**src/rtl/stopwatch_lap_core_pkg.sv**
```systemverilog
// Shared types and BCD helpers for the stopwatch lap core.
// MM:SS:CC time is six BCD nibbles, c0 in the low nibble.
package stopwatch_pkg;

  typedef struct packed {
    logic [3:0] m1;
    logic [3:0] m0;
    logic [3:0] s1;
    logic [3:0] s0;
    logic [3:0] c1;
    logic [3:0] c0;
  } bcd_time_t;

  typedef enum logic {
    ST_PAUSE = 1'b0,
    ST_RUN   = 1'b1
  } run_st_e;

  localparam logic [3:0] C0_MAX = 4'd9;
  localparam logic [3:0] C1_MAX = 4'd9;
  localparam logic [3:0] S0_MAX = 4'd9;
  localparam logic [3:0] S1_MAX = 4'd5;
  localparam logic [3:0] M0_MAX = 4'd9;
  localparam logic [3:0] M1_MAX = 4'd9;

  localparam bcd_time_t BCD_ZERO = '0;
  localparam bcd_time_t BCD_MAX = {
    M1_MAX, M0_MAX, S1_MAX,
    S0_MAX, C1_MAX, C0_MAX
  };
  localparam logic [23:0] DIG_MAX = BCD_MAX;

  function automatic bcd_time_t bcd_inc(
    input bcd_time_t t
  );
    logic [23:0] v;
    logic        c;
    v = t;
    c = 1'b1;
    for (int i = 0; i < 6; i++) begin
      if (c) begin
        if (v[i*4 +: 4] >= DIG_MAX[i*4 +: 4]) begin
          v[i*4 +: 4] = 4'd0;
        end else begin
          v[i*4 +: 4] = v[i*4 +: 4] + 4'd1;
          c = 1'b0;
        end
      end
    end
    return bcd_time_t'(v);
  endfunction

  function automatic bcd_time_t bcd_dec(
    input bcd_time_t t
  );
    logic [23:0] v;
    logic        b;
    v = t;
    b = 1'b1;
    for (int i = 0; i < 6; i++) begin
      if (b) begin
        if (v[i*4 +: 4] == 4'd0) begin
          v[i*4 +: 4] = DIG_MAX[i*4 +: 4];
        end else begin
          v[i*4 +: 4] = v[i*4 +: 4] - 4'd1;
          b = 1'b0;
        end
      end
    end
    return bcd_time_t'(v);
  endfunction

  function automatic bcd_time_t bcd_clamp(
    input bcd_time_t t
  );
    logic [23:0] v;
    v = t;
    for (int i = 0; i < 6; i++) begin
      if (v[i*4 +: 4] > DIG_MAX[i*4 +: 4])
        v[i*4 +: 4] = DIG_MAX[i*4 +: 4];
    end
    return bcd_time_t'(v);
  endfunction

endpackage

```
**src/rtl/stopwatch_lap_core_if.sv**
```systemverilog
// Control pulses and status/time outputs between the
// debounce front end (master) and the stopwatch core (slave).
interface stopwatch_lap_core_if #(
  parameter int LAP_DEPTH = 4
);
  import stopwatch_pkg::*;

  localparam int PW = $clog2(LAP_DEPTH);
  localparam int CW = $clog2(LAP_DEPTH + 1);

  logic          start_pause_p;
  logic          clear_p;
  logic          lap_p;
  logic          freeze_p;
  logic          load_p;
  logic          mode_down;
  bcd_time_t     preset_time;
  logic [PW-1:0] lap_rd_idx;

  bcd_time_t     disp_time;
  bcd_time_t     live_time;
  bcd_time_t     lap_rd_data;
  logic [CW-1:0] lap_count;
  logic          running;
  logic          frozen;
  logic          expired;
  logic          overflow;

  modport master (
    output start_pause_p, clear_p, lap_p,
    output freeze_p, load_p, mode_down,
    output preset_time, lap_rd_idx,
    input  disp_time, live_time, lap_rd_data,
    input  lap_count, running, frozen,
    input  expired, overflow
  );

  modport slave (
    input  start_pause_p, clear_p, lap_p,
    input  freeze_p, load_p, mode_down,
    input  preset_time, lap_rd_idx,
    output disp_time, live_time, lap_rd_data,
    output lap_count, running, frozen,
    output expired, overflow
  );

endinterface

```
**src/rtl/stopwatch_lap_core_tick_divider.sv**
```systemverilog
// Clock-enable divider: one-cycle tick every CLK_HZ/TICK_HZ
// enabled cycles; phase is held while disabled.
module tick_divider #(
  parameter int CLK_HZ  = 50000000,
  parameter int TICK_HZ = 100
) (
  input  logic CLOCK_50,
  input  logic key_reset,
  input  logic en,
  input  logic clr,
  output logic tick
);

  localparam int DIV = CLK_HZ / TICK_HZ;
  localparam int W   = (DIV > 1) ? $clog2(DIV) : 1;
  localparam logic [W-1:0] LAST = W'(DIV - 1);

  logic [W-1:0] cnt_q, cnt_d;

  assign tick = en && (cnt_q == LAST);

  always_comb begin
    cnt_d = cnt_q;
    if (clr)
      cnt_d = '0;
    else if (en)
      cnt_d = tick ? '0 : cnt_q + W'(1);
  end

  always_ff @(posedge CLOCK_50 or posedge key_reset) begin
    if (key_reset)
      cnt_q <= '0;
    else
      cnt_q <= cnt_d;
  end

endmodule

```
**src/rtl/stopwatch_lap_core.sv**
```systemverilog
// BCD MM:SS:CC stopwatch core: up/down count, preset load,
// display freeze and a circular lap buffer.
module stopwatch_lap_core
  import stopwatch_pkg::*;
#(
  parameter int CLK_HZ    = 50000000,
  parameter int TICK_HZ   = 100,
  parameter int LAP_DEPTH = 4
) (
  input logic CLOCK_50,
  input logic key_reset,
  stopwatch_lap_core_if.slave bus
);

  localparam int PW = $clog2(LAP_DEPTH);
  localparam int CW = $clog2(LAP_DEPTH + 1);

  typedef logic [PW-1:0] ptr_t;
  typedef logic [PW:0]   sum_t;
  typedef logic [CW-1:0] cnt_t;

  run_st_e   state_q, state_d;
  bcd_time_t live_q, live_d;
  bcd_time_t disp_q, disp_d;
  bcd_time_t rd_q, rd_d;
  bcd_time_t laps_q [LAP_DEPTH];
  ptr_t      wr_q, wr_d;
  cnt_t      cnt_q, cnt_d;
  logic      frz_q, frz_d;
  logic      exp_q, exp_d;
  logic      ovf_q, ovf_d;
  logic      lap_we;
  logic      tick;
  logic      run;
  logic      start_ok;
  sum_t      rd_sum;
  ptr_t      rd_ptr;

  tick_divider #(
    .CLK_HZ (CLK_HZ),
    .TICK_HZ(TICK_HZ)
  ) u_div (
    .CLOCK_50 (CLOCK_50),
    .key_reset(key_reset),
    .en       (run),
    .clr      (bus.clear_p),
    .tick     (tick)
  );

  always_ff @(posedge CLOCK_50 or posedge key_reset) begin
    if (key_reset)
      state_q <= ST_PAUSE;
    else
      state_q <= state_d;
  end

  // A paused count-down sitting at zero cannot be restarted.
  assign start_ok = bus.start_pause_p &&
    !(state_q == ST_PAUSE && bus.mode_down &&
      live_q == BCD_ZERO);

  always_comb begin
    state_d = state_q;
    live_d  = live_q;
    wr_d    = wr_q;
    cnt_d   = cnt_q;
    exp_d   = exp_q;
    ovf_d   = ovf_q;
    lap_we  = 1'b0;
    if (bus.clear_p) begin
      state_d = ST_PAUSE;
      live_d  = BCD_ZERO;
      wr_d    = '0;
      cnt_d   = '0;
      exp_d   = 1'b0;
      ovf_d   = 1'b0;
    end else if (bus.load_p && state_q == ST_PAUSE) begin
      live_d = bcd_clamp(bus.preset_time);
      exp_d  = 1'b0;
      ovf_d  = 1'b0;
    end else begin
      if (bus.lap_p && state_q == ST_RUN) begin
        lap_we = 1'b1;
        wr_d = (wr_q == ptr_t'(LAP_DEPTH - 1)) ?
               '0 : wr_q + ptr_t'(1);
        if (cnt_q != cnt_t'(LAP_DEPTH))
          cnt_d = cnt_q + cnt_t'(1);
      end
      if (start_ok) begin
        state_d = (state_q == ST_RUN) ? ST_PAUSE : ST_RUN;
      end else if (tick) begin
        if (bus.mode_down) begin
          if (live_q == BCD_ZERO ||
              bcd_dec(live_q) == BCD_ZERO) begin
            live_d  = BCD_ZERO;
            exp_d   = 1'b1;
            state_d = ST_PAUSE;
          end else begin
            live_d = bcd_dec(live_q);
          end
        end else if (live_q == BCD_MAX) begin
          ovf_d   = 1'b1;
          state_d = ST_PAUSE;
        end else begin
          live_d = bcd_inc(live_q);
        end
      end
    end
  end

  // Newest lap sits one behind the write pointer.
  always_comb begin
    rd_sum = sum_t'({1'b0, wr_q}) +
             sum_t'(LAP_DEPTH - 1) -
             sum_t'({1'b0, bus.lap_rd_idx});
    if (rd_sum >= sum_t'(LAP_DEPTH))
      rd_sum = rd_sum - sum_t'(LAP_DEPTH);
    rd_ptr = rd_sum[PW-1:0];
  end

  always_comb begin
    frz_d  = frz_q ^ bus.freeze_p;
    disp_d = frz_q ? disp_q : live_q;
    rd_d   = BCD_ZERO;
    if (cnt_t'(bus.lap_rd_idx) < cnt_q)
      rd_d = laps_q[rd_ptr];
    if (bus.clear_p) begin
      disp_d = BCD_ZERO;
      rd_d   = BCD_ZERO;
    end
  end

  always_ff @(posedge CLOCK_50 or posedge key_reset) begin
    if (key_reset) begin
      live_q <= BCD_ZERO;
      disp_q <= BCD_ZERO;
      rd_q   <= BCD_ZERO;
      wr_q   <= '0;
      cnt_q  <= '0;
      frz_q  <= 1'b0;
      exp_q  <= 1'b0;
      ovf_q  <= 1'b0;
      for (int i = 0; i < LAP_DEPTH; i++)
        laps_q[i] <= BCD_ZERO;
    end else begin
      live_q <= live_d;
      disp_q <= disp_d;
      rd_q   <= rd_d;
      wr_q   <= wr_d;
      cnt_q  <= cnt_d;
      frz_q  <= frz_d;
      exp_q  <= exp_d;
      ovf_q  <= ovf_d;
      if (lap_we)
        laps_q[wr_q] <= live_q;
    end
  end

  always_comb begin
    run = (state_q == ST_RUN);
    bus.running = run;
  end

  assign bus.live_time   = live_q;
  assign bus.disp_time   = disp_q;
  assign bus.lap_rd_data = rd_q;
  assign bus.lap_count   = cnt_q;
  assign bus.frozen      = frz_q;
  assign bus.expired     = exp_q;
  assign bus.overflow    = ovf_q;

endmodule

```
**src/flat_wrapper.sv**
```systemverilog
// flat-port wrapper written by rule: the top's interface ports become plain ports
module stopwatch_lap_core_flat import stopwatch_pkg::*;
#(
  parameter int CLK_HZ    = 50000000,
  parameter int TICK_HZ   = 100,
  parameter int LAP_DEPTH = 4
)
  (CLOCK_50, key_reset, bus_start_pause_p, bus_clear_p, bus_lap_p, bus_freeze_p, bus_load_p, bus_mode_down, bus_preset_time, bus_lap_rd_idx, bus_disp_time, bus_live_time, bus_lap_rd_data, bus_lap_count, bus_running, bus_frozen, bus_expired, bus_overflow);
  stopwatch_lap_core_if #(.LAP_DEPTH(LAP_DEPTH)) bus_i ();
  input logic CLOCK_50;
  input logic key_reset;
  input wire logic [$bits(bus_i.start_pause_p)-1:0] bus_start_pause_p;
  input wire logic [$bits(bus_i.clear_p)-1:0] bus_clear_p;
  input wire logic [$bits(bus_i.lap_p)-1:0] bus_lap_p;
  input wire logic [$bits(bus_i.freeze_p)-1:0] bus_freeze_p;
  input wire logic [$bits(bus_i.load_p)-1:0] bus_load_p;
  input wire logic [$bits(bus_i.mode_down)-1:0] bus_mode_down;
  input wire logic [$bits(bus_i.preset_time)-1:0] bus_preset_time;
  input wire logic [$bits(bus_i.lap_rd_idx)-1:0] bus_lap_rd_idx;
  output wire logic [$bits(bus_i.disp_time)-1:0] bus_disp_time;
  output wire logic [$bits(bus_i.live_time)-1:0] bus_live_time;
  output wire logic [$bits(bus_i.lap_rd_data)-1:0] bus_lap_rd_data;
  output wire logic [$bits(bus_i.lap_count)-1:0] bus_lap_count;
  output wire logic [$bits(bus_i.running)-1:0] bus_running;
  output wire logic [$bits(bus_i.frozen)-1:0] bus_frozen;
  output wire logic [$bits(bus_i.expired)-1:0] bus_expired;
  output wire logic [$bits(bus_i.overflow)-1:0] bus_overflow;
  assign bus_i.start_pause_p = bus_start_pause_p;
  assign bus_i.clear_p = bus_clear_p;
  assign bus_i.lap_p = bus_lap_p;
  assign bus_i.freeze_p = bus_freeze_p;
  assign bus_i.load_p = bus_load_p;
  assign bus_i.mode_down = bus_mode_down;
  assign bus_i.preset_time = bus_preset_time;
  assign bus_i.lap_rd_idx = bus_lap_rd_idx;
  assign bus_disp_time = bus_i.disp_time;
  assign bus_live_time = bus_i.live_time;
  assign bus_lap_rd_data = bus_i.lap_rd_data;
  assign bus_lap_count = bus_i.lap_count;
  assign bus_running = bus_i.running;
  assign bus_frozen = bus_i.frozen;
  assign bus_expired = bus_i.expired;
  assign bus_overflow = bus_i.overflow;
  stopwatch_lap_core #(.CLK_HZ(CLK_HZ), .TICK_HZ(TICK_HZ), .LAP_DEPTH(LAP_DEPTH)) u_core (.CLOCK_50(CLOCK_50), .key_reset(key_reset), .bus(bus_i));
endmodule
```
**config.mk**
```make
export PLATFORM = sky130hd
export DESIGN_NAME = stopwatch_lap_core_flat
export DESIGN_NICKNAME = d
export VERILOG_FILES = /design/src/rtl/stopwatch_lap_core_pkg.sv /design/src/rtl/stopwatch_lap_core_if.sv /design/src/rtl/stopwatch_lap_core_tick_divider.sv /design/src/rtl/stopwatch_lap_core.sv /design/src/flat_wrapper.sv
export SDC_FILE = /design/constraint.sdc
export NUM_CORES = 1
export LEC_CHECK = 0
export ABC_AREA = 1
export CAP_MARGIN = 10
export CORE_UTILIZATION = 38
export CTS_BUF_LIST = sky130_fd_sc_hd__clkbuf_16
export DETAILED_ROUTE_END_ITERATION = 16
export GPL_TIMING_DRIVEN = 0
export PLACE_DENSITY = 0.59
export SLEW_MARGIN = 20
export SYNTH_ARGS = -nofsm -noshare
export SYNTH_HDL_FRONTEND = slang
export SYNTH_SLANG_ARGS = --single-unit
```
**constraint.sdc**
```tcl
create_clock -name CLOCK_50 -period 6.14 [get_ports CLOCK_50]
set_input_delay 0.614 -clock CLOCK_50 [delete_from_list [all_inputs] [get_ports CLOCK_50]]
set_output_delay 0.614 -clock CLOCK_50 [all_outputs]
set_load 0.05 [all_outputs]
```
; Yosys cells after proc, flatten, opt, wreduce, memory -nomap -nowiden
; Index checks and enable logic that the tools add are counted.
[totals]
regBits = 196
output_inout_bits = 79
inputBits = 34
[op_classes]
n_eq_ne = 15
n_addsub = 18
bitwise_logic = 4
reduce_logical = 42
magnitude_cmp = 17
n_mux = 222
[op_table]
columns = operator, count
row1 = two-way mux 24 bit, 14
row2 = two-way mux 4 bit, 63
row3 = two-way mux 1 bit, 130
row4 = bitwise mux 96 bit, 1
row5 = two-way mux 19 bit, 3
row6 = binary-select mux 24 bit (select 2 bit), 1
row7 = demux 24 bit (select 2 bit), 1
row8 = logical NOT 24 bit, 2
row9 = inequality test 5 x 2 -> 1 bit (second input constant), 5
row10 = AND reduction 5 bit, 5
row11 = adder 4 x 1 -> 4 bit (second input constant), 6
row12 = equality test 24 bit (second input constant), 1
row13 = logical NOT 4 bit, 6
row14 = nonzero test 4 bit, 6
row15 = subtractor 4 x 1 -> 4 bit (second input constant), 6
row16 = greater-or-equal comparator 4 bit (second input constant), 5
row17 = > comparator 4 bit (second input constant), 5
row18 = adder 19 x 1 -> 19 bit (second input constant), 1
row19 = equality test 19 bit (second input constant), 1
row20 = nonzero test 3 bit, 5
row21 = two-way mux 3 bit, 4
row22 = AND reduction 4 bit, 3
row23 = two-way mux 2 bit, 5
row24 = greater-or-equal comparator 3 bit (second input constant), 3
row25 = other kinds (24), 36

; Depth between registers and ports, before layout
[logic_depth]
ltp_word = 81
mapped_depth = 16
depth_no_buf = 15

; Hierarchy
; A second synthesis with hierarchy kept.
[hier_totals]
cells_unflattened = 1333
area_unflattened_um2 = 10640.2
[modules_own_cells]
columns = mod, seq_area_each_um2, area_per_inst_um2, instances, cells_per_inst
row1 = stopwatch_lap_core, 4429.2, 9317.7, 1, 1148
row2 = tick_divider, 475.5, 1322.5, 1, 185

; Worst setup path after synthesis
; No wires, ideal clock.
[synth_path]
path_type = flip-flop to flip-flop
start = register u_core.live_q (netlist bit u_core.bus.live_time[16])
end = register u_core.live_q (netlist bit u_core.bus.live_time[23])
path_stages_with_launch = 12
period_less_slack_ns = 2.277
setup_time_ns = 0.120
required_ns = 6.020
slack_ns = 3.863
n_path_buf = 1
arrival_ns = 2.157
path_cell_list = dfrtp_1 > clkinv_1 > ha_1 > nand3_1 > nor2_1 > nand4_1 > nand3_2 > nand3_2 > buf_8 > nor2_4 > nand2_1 > nand2_1
[synth_between]
elab_chain_len = 22
word_cells_on_any_way = 56
cone_classes = 1 x add/sub / 1 x order compare / 4 x eq/ne / 41 x mux / 9 x reduce/logical
[synth_lines]
columns = element, line
row1 = "start, declared", stopwatch_lap_core.sv:23  ; bcd_time_t live_q, live_d;
row2 = "start signal, assigned", stopwatch_lap_core.sv:146  ; live_q <= live_d;
row3 = logical NOT 4 bit, stopwatch_lap_core_pkg.sv:62  ; if (v[i*4 +: 4] == 4'd0) begin
row4 = two-way mux 1 bit, stopwatch_lap_core_pkg.sv:62
row5 = two-way mux 1 bit, stopwatch_lap_core_pkg.sv:61  ; if (b) begin
row6 = two-way mux 1 bit, stopwatch_lap_core.sv:92  ; if (bus.mode_down) begin
row7 = two-way mux 1 bit, stopwatch_lap_core.sv:91  ; end else if (tick) begin
row8 = two-way mux 1 bit, stopwatch_lap_core.sv:89  ; if (start_ok) begin
row9 = two-way mux 1 bit, stopwatch_lap_core.sv:77  ; end else if (bus.load_p && state_q == ST_PAUSE) begin
row10 = two-way mux 1 bit, stopwatch_lap_core.sv:70  ; if (bus.clear_p) begin
row11 = [6 not listed], n/a
row12 = logical NOT 24 bit, stopwatch_lap_core.sv:94  ; bcd_dec(live_q) == BCD_ZERO) begin
row13 = logical OR 1 bit, stopwatch_lap_core.sv:93  ; if (live_q == BCD_ZERO ||
row14 = two-way mux 24 bit, stopwatch_lap_core.sv:93
row15 = two-way mux 24 bit, stopwatch_lap_core.sv:92
row16 = two-way mux 24 bit, stopwatch_lap_core.sv:91
row17 = two-way mux 24 bit, stopwatch_lap_core.sv:89
row18 = two-way mux 24 bit, stopwatch_lap_core.sv:77
row19 = two-way mux 24 bit, stopwatch_lap_core.sv:70
; Parallel ways exist; a longest one is shown, timed or not. The select of a mux whose other input is x is not followed.
; A chain may end at the register's enable or synchronous reset.

==> results.json <==
{
  "finalCritPeriodShare_pct": 45.8,
  "ys_ff_latch": 196,
  "grt_usage_pct": 24.3,
  "avgSynthCellArea_um2": 8.05,
  "vias": 9632,
  "start_util_pct": 38.8,
  "place_congestion": 0.971,
  "synth_fp_nets": 1367,
  "rows": 60,
  "hpwl_mm": 24.2,
  "ys_warn_count": 0,
  "cp.arrival_ps": 3130,
  "cp-start-kind": "primary input",
  "min_to": "u_core.laps_q[24]$_DFFE_PP0P_",
  "ant_nets": 0,
  "cts.sinks": 196,
  "cp_max_fo": 10,
  "nets": 1499,
  "cts_tree": "yes",
  "ys_seq_area_share_pct": 46.7,
  "p_leak_nw": 5.58,
  "hold-path-cell-count": 2,
  "die_area_mm2": 0.0283,
  "post_drt_wl_per_cell_um": 18.6,
  "ys_async_sr_fraction_pct": 100,
  "r2r_slack_ps": 3480,
  "cts_post_setup_buffers_inserted": 0,
  "die_x_um": 168,
  "timing_worst_setup_path_type": "in -> reg",
  "final_cell_mix": "nand2_1 (397), dfrtp_1 (196), o21ai_0 (141), clkdlybuf4s50_1 (111), nand3_1 (90)",
  "grt_start_max_net_pins": 77,
  "multi_input_area_mm2": 0.00491,
  "final-seq-area_mm2": 0.00490,
  "root_buffer": "clkbuf_16",
  "routed_via_density": 5.38,
  "post-place-ws_ps": 2900,
  "drv_cap": 0,
  "drive_gt1_share_pct": 7.94,
  "coreArea_mm2": 0.0270,
  "hold_viol_final": 0,
  "max_slew_margin_pct": 51.0,
  "drt-total-wl_mm": 33.2,
  "layout_commonest_cell": "nand2_1",
  "drt_iter0_drc": 882,
  "yosys.area.top_type_share_pct": 46.7,
  "clock_latency_ps": 440,
  "worst_pin_slew_ps": 736,
  "first_pass_iters": 5,
  "worstPathRequired_ps": 6460,
  "cts_hold_buf": 0,
  "cts.clk_slew.worst_paths_ps": 80,
  "clockBufferDepth": 2,
  "diodes": 0,
  "r2r_end": "u_core.bus.live_time[20]$_DFFE_PP0P_",
  "grt.overflow.total": 0,
  "fillers": 2722,
  "powerDensity_mw_per_mm2": 334,
  "synth_edf_count": 0,
  "whs_ps": 489,
  "portBuffers": 111,
  "synthFlopType": "dfrtp_1",
  "grt_pass1_vias": 9360,
  "syn_area_mm2": 0.0105,
  "syn_to_final_growth_pct": 21.3,
  "worstHoldStart": "u_core.laps_q[24]$_DFFE_PP0P_",
  "h-tree-depth": 4,
  "fin_ws_ps": 3330,
  "holdCritPathClass": "reg -> reg",
  "finalSetupViolCount": 0,
  "rr_startpoint": "u_core.bus.live_time[1]$_DFFE_PP0P_",
  "drc": 0,
  "skew_ps": 14.2,
  "die_h_um": 168,
  "num_io_pins": 113,
  "cts_resized": 0,
  "yosysTopAreaCell": "dfrtp_1",
  "synth_area_leaders": "dfrtp_1 (47%), nand2_1 (14%), o21ai_0 (6.7%)",
  "min_period_ps": 2810,
  "grt_first_pass_wirelength_mm": 53.0,
  "antenna_found_initial": 0,
  "cts_made_buffers": 17,
  "ir_drop_uv": 189,
  "finalMaxSlewViolations": 0,
  "synth_cell_types": 46,
  "synth_cells": 1304,
  "end_kind": "flip-flop",
  "rsz0062_at_grt": "no",
  "fmax_ghz": 0.356,
  "rr_worst_depth": 13,
  "status": "complete, no violations"
}
[cells by family after synthesis]
group           after synthesis  synth area share, %
compound gates              263                 15.0
xor+xnor                     20                 1.67
fa+ha+maj                    29                 3.46
buf+inv                     155                 6.46
flops                       196                 46.7
mux                           1               0.0954
simple gates                640                 26.6
[cell type report]
| type | count | share of cell area (%) |
|---|---|---|
| plain buffers | 69 | 2.74 |
| clock buffers | 17 | 3.34 |
| clock inverters | 15 | 1.63 |
| inverters | 86 | 2.64 |
| multi-input cells | 953 | 38.6 |
| flip-flops and latches | 196 | 38.5 |
| well taps | 341 | 3.35 |
| repair buffers | 113 | 9.16 |
[through the flow]
stage	total power, W	TNS (ps)	cells	instance area, µm²	utilization, %
after floorplan	0.00256	0	1304	10500	-
after global placement	0.00305	-519970	1756	12000	44.5
after detailed placement	0.00306	0	1758	12100	44.8
after CTS	0.00427	0	1790	12700	47.1
after global routing	0.00448	0	1790	12700	47.1
final	0.00425	0	1790	12700	47.1
[synth_stat cells, types with 2 or more instances]
cell and n:
nor2_4 3, o21ai_0 141, or2_2 2, clkbuf_1 38, inv_4 2, o22ai_1 2
o31ai_1 25, nor2_2 9, xor2_1 13, buf_6 6, a22oi_1 2, a211oi_1 5
nor2_8 3, inv_2 14, a41o_1 23, o211ai_1 2, nor3_1 13, a21oi_1 20
nand2_2 6, inv_1 65, xnor2_1 7, nand4_1 22, ha_1 29, nor2_1 80
nand3_1 90, a31oi_1 30, buf_4 4, o21ai_1 9, buf_2 15, clkinv_1 4
nand2_1 397, buf_1 5, nand2_4 3, nand3_2 8, dfrtp_1 196
[worst max-delay path, cell delays in order]
cell and delay (ps):
clkdlybuf4s50_1 460, inv_1 60, ha_1 340, inv_1 80, clkbuf_1 410, clkbuf_1 510, nand2_1 110, a41o_1 250
a31oi_1 290
[per-layer routing]
layer | share of wire, % | global-route usage (%) | wire, µm
met3 | 5.2 | 3.03 | 1720
met2 | 47 | 39.7 | 15500
met1 | 46 | 33.7 | 15300
met5 | 0 | 0 | 0
met4 | 2.0 | 7.51 | 681
[how the worst max path moves through the flow]
| stage | to | cells past startpoint | startpoint |
|---|---|---|---|
| CTS | u_core.bus.lap_rd_data[9]$_DFF_PP0_ | 9 | bus_lap_rd_idx[0] |
| global placement | u_core.bus.live_time[20]$_DFFE_PP0P_ | 2 | key_reset |
| floorplan | u_core.bus.disp_time[0]$_DFFE_PP0P_ | 1 | key_reset |
| finish | u_core.bus.lap_rd_data[10]$_DFF_PP0_ | 9 | bus_lap_rd_idx[0] |
| detailed placement | u_core.bus.lap_rd_data[9]$_DFF_PP0_ | 9 | bus_lap_rd_idx[0] |
| global route | u_core.bus.lap_rd_data[8]$_DFF_PP0_ | 9 | bus_lap_rd_idx[0] |
[state kept, by name, summed over array words and instances, names as in the netlist]
| signal | cells |
|---|---|
| u_core.bus.running | 1 |
| u_core.laps_q | 96 |
| u_core.bus.lap_count | 3 |
| u_core.bus.live_time | 24 |
| u_core.bus.frozen | 1 |
| u_core.u_div.cnt_q | 19 |
| u_core.bus.lap_rd_data | 24 |
| u_core.bus.disp_time | 24 |
| u_core.bus.expired | 1 |
| u_core.bus.overflow | 1 |
| u_core.wr_q | 2 |
[power breakdown]
group          switching, W  internal [W]  leakage, nW
Sequential         0.000162       0.00143         2.68
Clock              0.000594      0.000597        0.306
Combinational       0.00101      0.000446         2.60
Total               0.00177       0.00248         5.58
Power figures use the tool's default switching activity.
